[config.mk]
export PLATFORM = sky130hd
export DESIGN_NAME = dcache_mshr_flat
export DESIGN_NICKNAME = d
export VERILOG_FILES = /design/src/rtl/dcache_mshr_pkg.sv /design/src/rtl/dcache_mshr_if.sv /design/src/rtl/dcache_mshr_rr_arbiter.sv /design/src/rtl/dcache_mshr.sv /design/src/flat_wrapper.sv
export SDC_FILE = /design/constraint.sdc
export NUM_CORES = 1
export LEC_CHECK = 0
export BUFFER_PORTS_ARGS = -buffer_cell sky130_fd_sc_hd__buf_2
export CORE_ASPECT_RATIO = 0.6
export CORE_UTILIZATION = 36
export CTS_CLUSTER_SIZE = 16
export DETAILED_ROUTE_END_ITERATION = 12
export PLACE_DENSITY = 0.65
export SLEW_MARGIN = 20
export SYNTH_ARGS = -nofsm -noshare
export SYNTH_HDL_FRONTEND = slang
export SYNTH_SLANG_ARGS = --single-unit
[constraint.sdc]
create_clock -name clock -period 3.9 [get_ports clock]
set_input_delay 0.585 -clock clock [delete_from_list [all_inputs] [get_ports clock]]
set_output_delay 0.585 -clock clock [all_outputs]
set_load 0.01 [all_outputs]
[src/rtl/dcache_mshr_pkg.sv]
// Shared types and constants for the data-cache MSHR slice.
//   DCACHE_MSHR_ENTRIES : default MSHR depth
//   DMSHR_STATE         : entry state encoding (INVALID/LD_PEND/LD_WAIT/WB_PEND)
//   DMSHR_ENTRY         : state, block address, memory tag, writeback data
//   MEM_COMMAND         : memory command encoding (MEM_NONE/MEM_LOAD/MEM_STORE)
package dcache_mshr_pkg;

    localparam int unsigned N                   = 2;
    localparam int unsigned DCACHE_MSHR_ENTRIES = 4;

    typedef logic [31:0] ADDR;
    typedef logic [3:0]  MEM_TAG;
    typedef logic [63:0] MEM_BLOCK;

    typedef logic [1:0] MEM_COMMAND;
    localparam MEM_COMMAND MEM_NONE  = 2'h0;
    localparam MEM_COMMAND MEM_LOAD  = 2'h1;
    localparam MEM_COMMAND MEM_STORE = 2'h2;

    typedef logic [1:0] DMSHR_STATE;
    localparam DMSHR_STATE INVALID = 2'h0;
    localparam DMSHR_STATE LD_PEND = 2'h1;
    localparam DMSHR_STATE LD_WAIT = 2'h2;
    localparam DMSHR_STATE WB_PEND = 2'h3;

    typedef struct packed {
        DMSHR_STATE state;
        ADDR        addr;
        MEM_TAG     tag;
        MEM_BLOCK   data;
    } DMSHR_ENTRY;

    // Block number: the address with the byte-in-block bits dropped.
    function automatic logic [28:0] block_num(input ADDR a);
        return a[31:3];
    endfunction

endpackage

[src/rtl/dcache_mshr_if.sv]
// Bundle of the MSHR's cache-side request channels and memory-side port.
//   slave  : the MSHR (takes requests and memory responses, drives commands/fills)
//   master : the cache/memory environment
interface dcache_mshr_if import dcache_mshr_pkg::*; #(
    parameter int unsigned NUM_CH = N
) ();

    // Cache request channels
    logic [NUM_CH-1:0] req_valid;
    ADDR               req_addr    [NUM_CH];
    logic [NUM_CH-1:0] req_wb;
    MEM_BLOCK          req_wb_data [NUM_CH];
    logic [NUM_CH-1:0] req_accept;

    // Memory port
    MEM_TAG     Dmem2proc_transaction_tag;
    MEM_BLOCK   Dmem2proc_data;
    MEM_TAG     Dmem2proc_data_tag;
    MEM_COMMAND proc2Dmem_command;
    ADDR        proc2Dmem_addr;
    MEM_BLOCK   proc2Dmem_data;
    logic       dcache_request;

    // Fill return and status
    logic     fill_valid;
    ADDR      fill_addr;
    MEM_BLOCK fill_data;
    logic     mshr_empty;

    modport slave (
        input  req_valid, req_addr, req_wb, req_wb_data,
        input  Dmem2proc_transaction_tag, Dmem2proc_data, Dmem2proc_data_tag,
        output req_accept, proc2Dmem_command, proc2Dmem_addr, proc2Dmem_data,
        output dcache_request, fill_valid, fill_addr, fill_data, mshr_empty
    );

    modport master (
        output req_valid, req_addr, req_wb, req_wb_data,
        output Dmem2proc_transaction_tag, Dmem2proc_data, Dmem2proc_data_tag,
        input  req_accept, proc2Dmem_command, proc2Dmem_addr, proc2Dmem_data,
        input  dcache_request, fill_valid, fill_addr, fill_data, mshr_empty
    );

endinterface

[src/rtl/dcache_mshr_rr_arbiter.sv]
// Round-robin pick: grants the first set bit of req_i at or after ptr_i (wrapping).
//   req_i   : request vector
//   ptr_i   : starting index
//   grant_o : one-hot grant
//   valid_o : any request granted
module rr_arbiter #(
    parameter int unsigned Width = 4,
    localparam int unsigned PtrW = $clog2(Width)
) (
    input  logic [Width-1:0] req_i,
    input  logic [PtrW-1:0]  ptr_i,
    output logic [Width-1:0] grant_o,
    output logic             valid_o
);

    logic [PtrW-1:0] idx;

    always_comb begin
        grant_o = '0;
        valid_o = 1'b0;
        idx     = '0;
        for (int unsigned i = 0; i < Width; i++) begin
            // Width is a power of two, so the add wraps naturally.
            idx = ptr_i + PtrW'(i);
            if (!valid_o && req_i[idx]) begin
                grant_o[idx] = 1'b1;
                valid_o      = 1'b1;
            end
        end
    end

endmodule

[src/rtl/dcache_mshr.sv]
// Non-blocking MSHR file for the data cache. Accepts fill misses and dirty writebacks on
// NUM_CH channels per cycle, issues at most one memory command per cycle (round-robin),
// and matches returning data tags to deliver fills.
//   clock, reset : clock and synchronous active-high reset
//   bus          : dcache_mshr_if.slave (requests, memory port, fill return, mshr_empty)
// Build option: DCACHE_MSHR_MERGE_EN merges secondary fill misses into an outstanding load;
// without it such misses are rejected.
module dcache_mshr import dcache_mshr_pkg::*; #(
    parameter int unsigned NUM_ENTRIES = DCACHE_MSHR_ENTRIES,
    parameter int unsigned NUM_CH      = N
) (
    input logic          clock,
    input logic          reset,
    dcache_mshr_if.slave bus
);

    localparam int unsigned PtrW = $clog2(NUM_ENTRIES);

    DMSHR_ENTRY             entries_q [NUM_ENTRIES];
    DMSHR_ENTRY             entries_d [NUM_ENTRIES];
    logic [PtrW-1:0]        rr_ptr_q, rr_ptr_d;
    logic [NUM_ENTRIES-1:0] pend_vec, grant, claimed;
    logic                   issue_valid, issue_taken, fill_hit, ld_hit, wb_hit, need_alloc;
    logic [PtrW-1:0]        issue_idx, fill_idx;
    logic [NUM_CH-1:0]      accept, acc_fill, acc_wb;
    logic [28:0]            blk;

    always_comb begin
        for (int unsigned e = 0; e < NUM_ENTRIES; e++) begin
            pend_vec[e] = (entries_q[e].state == LD_PEND) || (entries_q[e].state == WB_PEND);
        end
    end

    rr_arbiter #(.Width(NUM_ENTRIES)) u_arb (
        .req_i   (pend_vec),
        .ptr_i   (rr_ptr_q),
        .grant_o (grant),
        .valid_o (issue_valid)
    );

    // Issue and fill decode, plus memory-side and fill outputs.
    always_comb begin
        issue_idx = '0;
        fill_hit  = 1'b0;
        fill_idx  = '0;
        for (int unsigned e = 0; e < NUM_ENTRIES; e++) begin
            if (grant[e]) issue_idx = PtrW'(e);
            if (!fill_hit && entries_q[e].state == LD_WAIT && bus.Dmem2proc_data_tag != '0 &&
                entries_q[e].tag == bus.Dmem2proc_data_tag) begin
                fill_hit = 1'b1;
                fill_idx = PtrW'(e);
            end
        end

        bus.proc2Dmem_command = MEM_NONE;
        if (!reset && issue_valid) begin
            bus.proc2Dmem_command = (entries_q[issue_idx].state == LD_PEND) ? MEM_LOAD
                                                                            : MEM_STORE;
        end
        bus.dcache_request = (bus.proc2Dmem_command != MEM_NONE);
        bus.proc2Dmem_addr = bus.dcache_request ? entries_q[issue_idx].addr : '0;
        bus.proc2Dmem_data = (bus.proc2Dmem_command == MEM_STORE) ? entries_q[issue_idx].data
                                                                  : '0;
        issue_taken        = bus.dcache_request && (bus.Dmem2proc_transaction_tag != '0);

        bus.fill_valid = !reset && fill_hit;
        bus.fill_addr  = bus.fill_valid ? entries_q[fill_idx].addr : '0;
        bus.fill_data  = bus.fill_valid ? bus.Dmem2proc_data : '0;

        bus.mshr_empty = 1'b1;
        for (int unsigned e = 0; e < NUM_ENTRIES; e++) begin
            if (entries_q[e].state != INVALID) bus.mshr_empty = 1'b0;
        end
        if (reset) bus.mshr_empty = 1'b1;
    end

    // Next state: issue, fill, then allocation into entries that were INVALID at cycle start.
    always_comb begin
        entries_d  = entries_q;
        rr_ptr_d   = rr_ptr_q;
        claimed    = '0;
        accept     = '0;
        acc_fill   = '0;
        acc_wb     = '0;
        blk        = '0;
        ld_hit     = 1'b0;
        wb_hit     = 1'b0;
        need_alloc = 1'b0;

        if (issue_taken) begin
            if (entries_q[issue_idx].state == LD_PEND) begin
                entries_d[issue_idx].state = LD_WAIT;
                entries_d[issue_idx].tag   = bus.Dmem2proc_transaction_tag;
            end else begin
                entries_d[issue_idx].state = INVALID;
            end
            rr_ptr_d = issue_idx + PtrW'(1);
        end
        if (fill_hit) entries_d[fill_idx].state = INVALID;

        for (int unsigned ch = 0; ch < NUM_CH; ch++) begin
            blk    = block_num(bus.req_addr[ch]);
            ld_hit = 1'b0;
            wb_hit = 1'b0;
            for (int unsigned e = 0; e < NUM_ENTRIES; e++) begin
                if (block_num(entries_q[e].addr) == blk) begin
                    if (entries_q[e].state == WB_PEND) wb_hit = 1'b1;
                    // A load being filled this cycle is gone; don't merge into it.
                    if (entries_q[e].state == LD_PEND ||
                        (entries_q[e].state == LD_WAIT && !(fill_hit && fill_idx == PtrW'(e))))
                        ld_hit = 1'b1;
                end
            end
            for (int unsigned j = 0; j < NUM_CH; j++) begin
                if (j < ch && block_num(bus.req_addr[j]) == blk) begin
                    if (acc_wb[j])   wb_hit = 1'b1;
                    if (acc_fill[j]) ld_hit = 1'b1;
                end
            end

            need_alloc = 1'b0;
            if (bus.req_valid[ch] && !reset) begin
                if (bus.req_wb[ch]) begin
                    need_alloc = 1'b1;
                end else if (!wb_hit) begin
`ifdef DCACHE_MSHR_MERGE_EN
                    if (ld_hit) accept[ch] = 1'b1;
                    else        need_alloc = 1'b1;
`else
                    need_alloc = !ld_hit;
`endif
                end
            end

            if (need_alloc) begin
                for (int unsigned e = 0; e < NUM_ENTRIES; e++) begin
                    if (!accept[ch] && !claimed[e] && entries_q[e].state == INVALID) begin
                        claimed[e]         = 1'b1;
                        accept[ch]         = 1'b1;
                        entries_d[e].state = bus.req_wb[ch] ? WB_PEND : LD_PEND;
                        entries_d[e].addr  = {blk, 3'b000};
                        entries_d[e].tag   = '0;
                        entries_d[e].data  = bus.req_wb[ch] ? bus.req_wb_data[ch] : '0;
                    end
                end
            end
            acc_wb[ch]   = accept[ch] && bus.req_wb[ch];
            acc_fill[ch] = accept[ch] && !bus.req_wb[ch];
        end
        bus.req_accept = accept;
    end

    always_ff @(posedge clock) begin
        if (reset) begin
            for (int unsigned e = 0; e < NUM_ENTRIES; e++) entries_q[e] <= '0;
            rr_ptr_q <= '0;
        end else begin
            entries_q <= entries_d;
            rr_ptr_q  <= rr_ptr_d;
        end
    end

endmodule

[src/flat_wrapper.sv]
// flat-port wrapper written by rule: the top's interface ports become plain ports
module dcache_mshr_flat import dcache_mshr_pkg::*;
#(
    parameter int unsigned NUM_ENTRIES = DCACHE_MSHR_ENTRIES,
    parameter int unsigned NUM_CH      = N
)
  (clock, reset, bus_req_valid, bus_req_addr, bus_req_wb, bus_req_wb_data, bus_Dmem2proc_transaction_tag, bus_Dmem2proc_data, bus_Dmem2proc_data_tag, bus_req_accept, bus_proc2Dmem_command, bus_proc2Dmem_addr, bus_proc2Dmem_data, bus_dcache_request, bus_fill_valid, bus_fill_addr, bus_fill_data, bus_mshr_empty);
  dcache_mshr_if #(.NUM_CH(NUM_CH)) bus_i ();
  input logic clock;
  input logic reset;
  input wire logic [$bits(bus_i.req_valid)-1:0] bus_req_valid;
  input wire logic [$bits(bus_i.req_addr)-1:0] bus_req_addr;
  input wire logic [$bits(bus_i.req_wb)-1:0] bus_req_wb;
  input wire logic [$bits(bus_i.req_wb_data)-1:0] bus_req_wb_data;
  input wire logic [$bits(bus_i.Dmem2proc_transaction_tag)-1:0] bus_Dmem2proc_transaction_tag;
  input wire logic [$bits(bus_i.Dmem2proc_data)-1:0] bus_Dmem2proc_data;
  input wire logic [$bits(bus_i.Dmem2proc_data_tag)-1:0] bus_Dmem2proc_data_tag;
  output wire logic [$bits(bus_i.req_accept)-1:0] bus_req_accept;
  output wire logic [$bits(bus_i.proc2Dmem_command)-1:0] bus_proc2Dmem_command;
  output wire logic [$bits(bus_i.proc2Dmem_addr)-1:0] bus_proc2Dmem_addr;
  output wire logic [$bits(bus_i.proc2Dmem_data)-1:0] bus_proc2Dmem_data;
  output wire logic [$bits(bus_i.dcache_request)-1:0] bus_dcache_request;
  output wire logic [$bits(bus_i.fill_valid)-1:0] bus_fill_valid;
  output wire logic [$bits(bus_i.fill_addr)-1:0] bus_fill_addr;
  output wire logic [$bits(bus_i.fill_data)-1:0] bus_fill_data;
  output wire logic [$bits(bus_i.mshr_empty)-1:0] bus_mshr_empty;
  assign bus_i.req_valid = bus_req_valid;
  assign bus_i.req_addr = {>>{bus_req_addr}};
  assign bus_i.req_wb = bus_req_wb;
  assign bus_i.req_wb_data = {>>{bus_req_wb_data}};
  assign bus_i.Dmem2proc_transaction_tag = bus_Dmem2proc_transaction_tag;
  assign bus_i.Dmem2proc_data = bus_Dmem2proc_data;
  assign bus_i.Dmem2proc_data_tag = bus_Dmem2proc_data_tag;
  assign bus_req_accept = bus_i.req_accept;
  assign bus_proc2Dmem_command = bus_i.proc2Dmem_command;
  assign bus_proc2Dmem_addr = bus_i.proc2Dmem_addr;
  assign bus_proc2Dmem_data = bus_i.proc2Dmem_data;
  assign bus_dcache_request = bus_i.dcache_request;
  assign bus_fill_valid = bus_i.fill_valid;
  assign bus_fill_addr = bus_i.fill_addr;
  assign bus_fill_data = bus_i.fill_data;
  assign bus_mshr_empty = bus_i.mshr_empty;
  dcache_mshr #(.NUM_ENTRIES(NUM_ENTRIES), .NUM_CH(NUM_CH)) u_core (.clock(clock), .reset(reset), .bus(bus_i));
endmodule
After elaboration in Yosys (flattened, before gate mapping). Index checks and enable logic that the tools add are counted. W data, S select, Z words.

Register bits after elaboration: 410. Bits of input ports: 270. Output and inout bits: 199. Word-level logic and storage cells: 295.

Add/subtract/negate cells: 4. Magnitude comparators: 12. Equal/unequal tests: 30. Mux-type cells: 138. Bitwise logic cells: 5. Reductions and logical operators: 89.

Operators with widths (number): $mux W408 (5); $bwmux W408 (4); $mux W102 (12); $demux W102 S2 (3); $bmux W102 S2 (2); $eq A29 B29 Y1 (9); $mux W64 (4); $mux W100 (2); $mux W1 (82); $mux W68 (1); $mux W32 (2); $logic_and A1 B1 Y1 (45); $logic_not A1 Y1 (24); $eq A2 B2 Y1 const B (11); $mux W4 (5); $eq A4 B4 Y1 (4); $mux W2 (8); $eq A2 B1 Y1 const B (6); $lt A2 B3 Y1 const B (4); $or A4 B4 Y4 (3); $logic_not A2 Y1 (5); $reduce_bool A2 Y1 (5); $bmux W1 S2 (4); $demux W1 S2 (4); 8 further kinds (24).

Longest topological paths before layout. Gate-level depths: netlist of the first run.

Depth in word-level cells: 72. Gate-level depth with buffers: 17. Mapped depth without buffers: 14.

Cells and area by module. A second synthesis of the first run with hierarchy kept.

Cell total of the unflattened synthesis: 3547. Area total of the unflattened synthesis: 26576.7 sq um.

Modules (own cells, without submodules): dcache_mshr (times used 1, cells each 3485, area an instance 26082.5 sq um, seq. area each 8207.9 sq um); rr_arbiter (times used 1, cells each 62, area an instance 494.2 sq um, seq. area each 0.0 sq um).

Least setup slack after synthesis of the first run. Ideal clock, no wire load.

Kind: reg2out. From: register u_core.rr_ptr_q[0]. To: output port bus_proc2Dmem_addr[16]. Data arrival time: 3638 ps. Data required time: 3315 ps. Setup slack: -323 ps. Stages on the path, launching flop included: 15. Path buffers: 4. Cells stage by stage: dfxtp_1 -> clkbuf_1 -> inv_1 -> ha_1 -> or3b_2 -> a2111o_1 -> nand2_1 -> a221o_1 -> clkbuf_1 -> nand2_1 -> nand2_1 -> buf_2 -> buf_1 -> a221oi_1 -> a211oi_1.

Cells in the longest elaborated chain, start to end: 24. Elaborated cells on any way between the ends: 61. Classes of those cells: add/sub: 3; order compare: 8; eq/ne: 1; mux: 33; bitwise: 4; reduce/logical: 12.

RTL lines: start: declaration (RTL line dcache_mshr.sv:21) `logic [PtrW-1:0] rr_ptr_q, rr_ptr_d;`; start signal: assignment (RTL line dcache_mshr.sv:159) `rr_ptr_q <= rr_ptr_d;`; branches (longest 23 deep; another with $lt A2 B3 Y1); $mux W32 (*) (RTL line dcache_mshr.sv:61) `bus.proc2Dmem_addr = bus.dcache_request ? entries_q[issue_idx].addr : '0;`; end: declaration (RTL line flat_wrapper.sv:20) `output wire logic [$bits(bus_i.proc2Dmem_addr)-1:0] bus_proc2Dmem_addr;`.

Mark *: on every way between the ends. The select of a mux whose other input is x is not followed.

Worst setup path after layout of the first run.
From: register u_core.rr_ptr_q[0]. To: output port bus_proc2Dmem_command[1].

Cells in the longest elaborated chain, start to end: 22. Elaborated cells on any way between the ends: 59. Classes of those cells: add/sub: 3; order compare: 8; eq/ne: 1; mux: 32; bitwise: 4; reduce/logical: 11.

RTL lines: branches (longest 21 deep; another with $lt A2 B3 Y1); $mux W2 (*) (RTL line dcache_mshr.sv:56) `if (!reset && issue_valid) begin`; end: declaration (RTL line flat_wrapper.sv:19) `output wire logic [$bits(bus_i.proc2Dmem_command)-1:0] bus_proc2Dmem_command;`.

Marks and branches as above.

==> results of run 1 <==
## repair_timing
item                                   CTS  global route
pin swaps                               31            61
endpoints found under the hold margin    0             0
setup buffers                           28            24
setup endpoints to repair              104           191
gates resized for setup                182           292
gates cloned                             6            19
hold buffers                             0             0
## worst max-delay path by stage
stage | start | endpoint | slack [ns] | cells past startpoint
detailed placement | bus_req_addr[53] | u_core.entries_q[297] | -0.28 | 13
CTS | u_core.rr_ptr_q[1] | bus_proc2Dmem_data[13] | -0.46 | 15
finish | u_core.rr_ptr_q[0] | bus_proc2Dmem_command[1] | -0.38 | 16
floorplan | u_core.rr_ptr_q[0] | bus_proc2Dmem_data[0] | -0.007 | 14
global placement | bus_req_addr[53] | u_core.entries_q[296] | -0.33 | 13
global route | u_core.rr_ptr_q[0] | bus_proc2Dmem_data[13] | -0.47 | 16
## synth_stat cells, types with 64 or more instances
cell        n  share of area (%)
nand2_1   128                1.7
xnor2_1   176                5.6
and2_1     75                1.7
a32oi_1   129                4.1
dfxtp_1   410                 30
o21ai_0   292                5.3
nand4_1    70                1.6
nand3_1   126                2.3
clkbuf_1  320                4.3
a21oi_1    75                1.4
xor2_1     97                3.1
nor3_1    118                2.1
o31ai_1   125                3.4
and3_1     69                1.6
nor2_1    227                3.1
buf_2      64                1.2
a211oi_1  226                6.1
mux2i_1   167                6.0
or4_1      65                1.8
a311oi_2   64                3.5
## kinds of logic (layout without fill, tap and decap cells)
| group | after synthesis | in the layout | share of synthesized area, % |
|---|---|---|---|
| AO/OA/AOI/OAI | 1081 | 1081 | 29.0 |
| XOR/XNOR | 273 | 273 | 8.64 |
| adder cells (fa/ha/maj) | 12 | 12 | 0.534 |
| buffers and inverters | 441 | 968 | 6.58 |
| flip-flops | 410 | 410 | 29.7 |
| multiplexers | 203 | 203 | 7.63 |
| other | 0 | 14 | 0 |
| AND/OR/NAND/NOR | 959 | 959 | 17.9 |
## through the flow
step / area (µm²) / setup WS, ns / std cells / total power, mW
floorplan: 28000 / -0.00730 / 3379 / 10.7
global placement: 33400 / -0.327 / 4750 / 14.8
detailed placement: 33400 / -0.280 / 4750 / 14.8
CTS: 36200 / -0.461 / 4866 / 21.4
global route: 37900 / -0.473 / 4917 / 26.2
finish: 37900 / -0.385 / 4920 / 25.5
## power groups by stage
stage,sequential [mW],clock (mW),combinational (mW)
2_1_floorplan,4.93,0,5.77
3_3_place_gp,5.03,0,9.74
3_5_place_dp,5.03,0,9.81
4_1_cts,4.96,4.60,11.8
5_1_grt,5.04,4.78,16.4
6_report,5.02,4.58,15.9
## critical path, stage by stage, from the launching register on
cell and delay [ns]:
dfxtp_2 0.34, inv_2 0.05, ha_4 0.28, mux4_2 0.35, buf_4 0.18, a21oi_1 0.12, a211oi_1 0.07, a221o_4 0.37
a211o_1 0.30, a31oi_4 0.16, nand2b_4 0.18, buf_12 0.16, buf_12 0.13, buf_8 0.12, buf_4 0.11, inv_1 0.03
buf_2 0.12
## sequential cells by signal, summed over array words and instances (netlist names)
| name | flops |
|---|---|
| u_core.rr_ptr_q | 2 |
| u_core.entries_q | 408 |
## metal layers
layer  vias to the layer above  wire length [µm]
met4                        14              4180
met3                       305             20400
li1                      13800                 -
met1                     15500             60200
met5                         -               188
met2                      2458             55900
## cell type report
cell class	count	area, µm²
multi-input cells	2528	19700
well taps	1000	1250
diodes	14	35.0
repair buffers	870	7140
inverters	16	71.3
flip-flops and latches	410	8240
clock inverters	17	196
clock buffers	65	1310
fillers	7102	37900
==> impl_metrics.csv, run 1 <==
group,metric,value,unit
power_and_ir_drop,internal-power,13.7,mW
drt,vias,32100,
drt,wl_per_cell,28.6,µm
min_path,hp-start,"reset",
min_path,whs_path_depth,2,
place,routabilityCongestion,1.06,
place,place.detailed.hpwl,91.5,mm
grt,track_usage,32.9,%
floorplan,core-area,75800,µm²
min_path,min_path_type,"input port to register",
floorplan,pin_count,469,
outcome,status,"finished with violations",
clocking,cts_root_buf,"clkbuf_16",
floorplan,dieArea,78000,µm²
clocking,ctsHtreeMaxLevel,2,
outcome,violations,"setup timing",
clocking,cts.sinks,410,
drt,drc,0,
clocking,insertion_delay,0.61,ns
worst_setup_path,reg2reg_to,"u_core.entries_q[207]",
layout,syn_to_final_growth,37.1,%
worst_setup_path,cp.required,3.31,ns
grt,grt_pass1_wl,197,mm
layout,final_util,50.0,%
power_and_ir_drop,powerDensity,672,nW/µm²
drt,wl,141,mm
floorplan,core.rowCount,78,
clocking,cts_tree,"yes",
grt,antenna_found_initial,22,
grt,grt.overflow.total,0,
power_and_ir_drop,clkPwrFrac,18.0,%
power_and_ir_drop,p_switching,11.8,mW
timing,relSlewSlack,30.6,%
logic_synthesis,ys_seq_elements,410,
timing,hold_viol_final,0,
min_path,hold_end,"u_core.entries_q[203]",
timing,report.final.slew_viol_count,0,
logic_synthesis,synth-edff-count,0,
worst_setup_path,worstSetupPathType,"register to output port",
grt,grtUsageMet3,11.2,%
clocking,clkSlewWorstSetupHoldPaths,0.06,ns
drt,firstDrtPassIters,6,
timing,tns,-29.60,ns
timing,fmax,233,MHz
timing,setup_viol,99,
grt,top_usage_layer,"met1",
grt,use_met1,48.2,%
place,io_buffers,462,
layout,nNetsFinal,4152,
worst_setup_path,rr_startpoint,"u_core.entries_q[202]",
clocking,cts_buffers,45,
power_and_ir_drop,p_comb_share,62.4,%
worst_setup_path,critPathMaxFanout,7,
grt,grt_max_degree,207,
logic_synthesis,syn_avg_cell_area,8.19,µm²
floorplan,start_util,36.5,%
logic_synthesis,ys_warn_count,0,
power_and_ir_drop,vdd_drop_max,0.581,mV
layout,final_common_cell,"buf_2",
floorplan,die_h,217,µm
timing,period_share,110,%
worst_setup_path,worst_ep_arrival_time,3.70,ns
timing,fin_hold_ws,0.209,ns
logic_synthesis,async_reset_ff_share,0,%
logic_synthesis,seq_area_frac_synth,29.7,%
worst_setup_path,start_kind,"register",
logic_synthesis,synth_cell_types,74,
grt,grt_util_met2,44.8,%
power_and_ir_drop,power_frac_seq,19.7,%
clocking,clock_path_buffers,3,
drt,vias_per_cell,6.52,
run,drv_cap,0,
worst_setup_path,setup.worst_path.end_class,"output port",
logic_synthesis,netlist_instances,3379,
layout,final_cell_mix,"450 x buf_2, 386 x dfxtp_1, 275 x buf_4, 223 x o21ai_0, 168 x xnor2_1",
power_and_ir_drop,p_leak,14.5,nW
timing,fin_skew,0.0355,ns
power_and_ir_drop,p_sw_share,46.2,%
logic_synthesis,ys.flop_type,"dfxtp_1",
timing,rsz0062_at_grt,"yes",
logic_synthesis,synthesis.nets,3660,
layout,final_layout_size_suffix_gt1_share,36.1,%
drt,drtIter0Drc,4659,
worst_setup_path,worst-r2r-cell-count,12,
logic_synthesis,synth_area,27700,µm²
floorplan,die_w,360,µm
timing,finalWorstSetupSlack,-0.385,ns
timing,worst_pin_slew,1.04,ns
drt,ant_nets,0,
grt,first_global_vias,28700,
worst_setup_path,regToRegSetupSlack,0.02,ns
timing,period_needed,4.28,ns
(Power assumes the default switching activity.)
==> run 2: changes to the inputs <==
- SKIP_LAST_GASP: not set -> 1
==> run 2 against run 1 <==
The flow still finishes with violations (setup timing). Worst setup slack worse by 0.086 ns. Final cell count down 0.20%. Wire length down 0.19%. Sequential share of layout area up 0.30 points. Largest cell class unchanged. Highest routed layer unchanged.
==> impl_metrics.csv, run 2 (synthesis results as in run 1) <==
group,metric,value,unit
outcome,status,"finished with violations",
outcome,violations,"setup timing",
min_path,min_path_type,"input port to register",
timing,relSlewSlack,33.3,%
layout,final_cell_mix,"450 x buf_2, 388 x dfxtp_1, 276 x buf_4, 245 x o21ai_0, 174 x nor2_1",
drt,vias_per_cell,6.52,
timing,setup_viol,99,
layout,reg.largest.list,"u_core.entries_q x408, u_core.rr_ptr_q x2",
grt,grt_pass1_wl,196,mm
worst_setup_path,cp.required,3.31,ns
worst_setup_path,reg2reg_to,"u_core.entries_q[222]",
power_and_ir_drop,p_total,24.5,mW
layout,syn_to_final_growth,35.1,%
drt,firstDrtPassIters,8,
min_path,hp-start,"reset",
grt,grt_max_degree,207,
power_and_ir_drop,powerDensity,656,nW/µm²
worst_setup_path,worst-r2r-cell-count,12,
worst_setup_path,worstSetupPathType,"register to output port",
worst_setup_path,rr_startpoint,"u_core.entries_q[202]",
power_and_ir_drop,clkPwrFrac,18.7,%
place,place.detailed.hpwl,91.5,mm
clocking,ctsHtreeMaxLevel,2,
layout,fillerInstances,7164,
floorplan,start_util,36.5,%
worst_setup_path,start_kind,"register",
floorplan,dieArea,78000,µm²
layout,largest_reg_flops,408,
timing,fin_hold_ws,0.208,ns
floorplan,core.rowCount,78,
run,drv_cap,0,
floorplan,die_w,360,µm
timing,period_needed,4.37,ns
place,io_buffers,462,
floorplan,core-area,75800,µm²
drt,vias,32000,
timing,worst_pin_slew,1.00,ns
grt,antenna_found_initial,20,
timing,period_share,112,%
layout,top_register,"u_core.entries_q",
drt,drtIter0Drc,4850,
drt,wl,141,mm
timing,hold_viol_final,0,
layout,nNetsFinal,4142,
worst_setup_path,regToRegSetupSlack,0.05,ns
place,place_area,33400,µm²
clocking,cts_buffers,45,
min_path,hold_end,"u_core.entries_q[203]",
clocking,clock_path_buffers,3,
layout,final_layout_size_suffix_gt1_share,34.7,%
grt,first_global_vias,28800,
timing,report.final.slew_viol_count,0,
power_and_ir_drop,p_sw_share,45.9,%
drt,drc,0,
worst_setup_path,worst_ep_arrival_time,3.79,ns
place,routabilityCongestion,1.06,
power_and_ir_drop,vdd_drop_max,0.569,mV
power_and_ir_drop,p_comb_share,60.9,%
floorplan,pin_count,469,
power_and_ir_drop,p_leak,14.3,nW
power_and_ir_drop,p_switching,11.3,mW
worst_setup_path,critPathMaxFanout,15,
grt,track_usage,32.9,%
timing,finalWorstSetupSlack,-0.471,ns
power_and_ir_drop,internal-power,13.2,mW
layout,final_common_cell,"buf_2",
clocking,cts.sinks,410,
worst_setup_path,setup.worst_path.end_class,"output port",
clocking,cts_root_buf,"clkbuf_16",
timing,rsz0062_at_grt,"yes",
layout,design_area,37400,µm²
clocking,insertion_delay,0.61,ns
clocking,cts_tree,"yes",
drt,wl_per_cell,28.6,µm
clocking,clkSlewWorstSetupHoldPaths,0.07,ns
timing,fmax,229,MHz
clocking,cts_hold_buf,0,
drt,ant_nets,0,
timing,fin_skew,0.0353,ns
power_and_ir_drop,power_frac_seq,20.4,%
floorplan,die_h,217,µm
min_path,whs_path_depth,2,
grt,grt.overflow.total,0,
==> run 2: metrics by stage <==
step           utilization [%]  std cells  worst slack [ns]  TNS (ns)
6_report                  49.3       4910            -0.471    -30.57
3_5_place_dp              44.0       4750            -0.280    -70.57
2_1_floorplan                -       3379          -0.00730    -0.292
4_1_cts                   47.5       4866            -0.461    -34.20
5_1_grt                   49.3       4907            -0.464    -38.18
3_3_place_gp              44.0       4750            -0.327    -81.87
==> run 2: how the worst max path moves through the flow <==
stage / start / endpoint / slack [ns] / depth (start not counted)
global route: u_core.rr_ptr_q[0] / bus_proc2Dmem_addr[8] / -0.46 / 15
floorplan: u_core.rr_ptr_q[0] / bus_proc2Dmem_data[0] / -0.007 / 14
global placement: bus_req_addr[53] / u_core.entries_q[296] / -0.33 / 13
detailed placement: bus_req_addr[53] / u_core.entries_q[297] / -0.28 / 13
CTS: u_core.rr_ptr_q[1] / bus_proc2Dmem_data[13] / -0.46 / 15
finish: u_core.rr_ptr_q[0] / bus_proc2Dmem_addr[8] / -0.47 / 15
==> run 2: what timing repair did <==
action,in CTS,in global routing
gates cloned,6,16
buffers inserted,28,17
gates resized for setup,122,232
setup endpoints to repair,104,190
pin swaps,30,58
==> run 2: cell type report <==
cell class / instances / area [µm²] / area share, %
flip-flops and latches: 410 / 8240 / 22.0
clock buffers: 65 / 1310 / 3.51
repair buffers: 860 / 6960 / 18.6
well taps: 1000 / 1250 / 3.35
clock inverters: 17 / 196 / 0.525
diodes: 14 / 35.0 / 0.0937
inverters: 16 / 68.8 / 0.184
multi-input cells: 2528 / 19300 / 51.7
==> run 2: power by group through the flow <==
stage          Sequential [mW]  Combinational [mW]  Clock (mW)
6_report                  5.01                14.9        4.58
5_1_grt                   5.03                15.4        4.78
4_1_cts                   4.96                11.5        4.60
3_5_place_dp              5.03                9.81           0
3_3_place_gp              5.03                9.74           0
2_1_floorplan             4.93                5.77           0
==> run 2: layer usage <==
metal  wire [µm]  part of all wire (%)  vias to the layer above  track usage, %
met5         195                  0.14                        -            1.04
met4        4450                   3.2                       12            9.60
met3       20600                    15                      319            11.3
met2       55400                    39                     2481            44.6
met1       59900                    43                    15500            48.0
li1            -                     -                    13700               -
==> run 2: critical path: stages, from the launching register on <==
cell	delay [ns]
dfxtp_2	0.34
inv_2	0.05
ha_4	0.28
mux4_2	0.34
buf_4	0.18
a21oi_2	0.12
o31ai_2	0.09
buf_4	0.18
nor3_4	0.25
buf_12	0.20
buf_16	0.19
buf_16	0.20
a221oi_2	0.06
a211oi_2	0.36
buf_4	0.18
buf_2	0.12
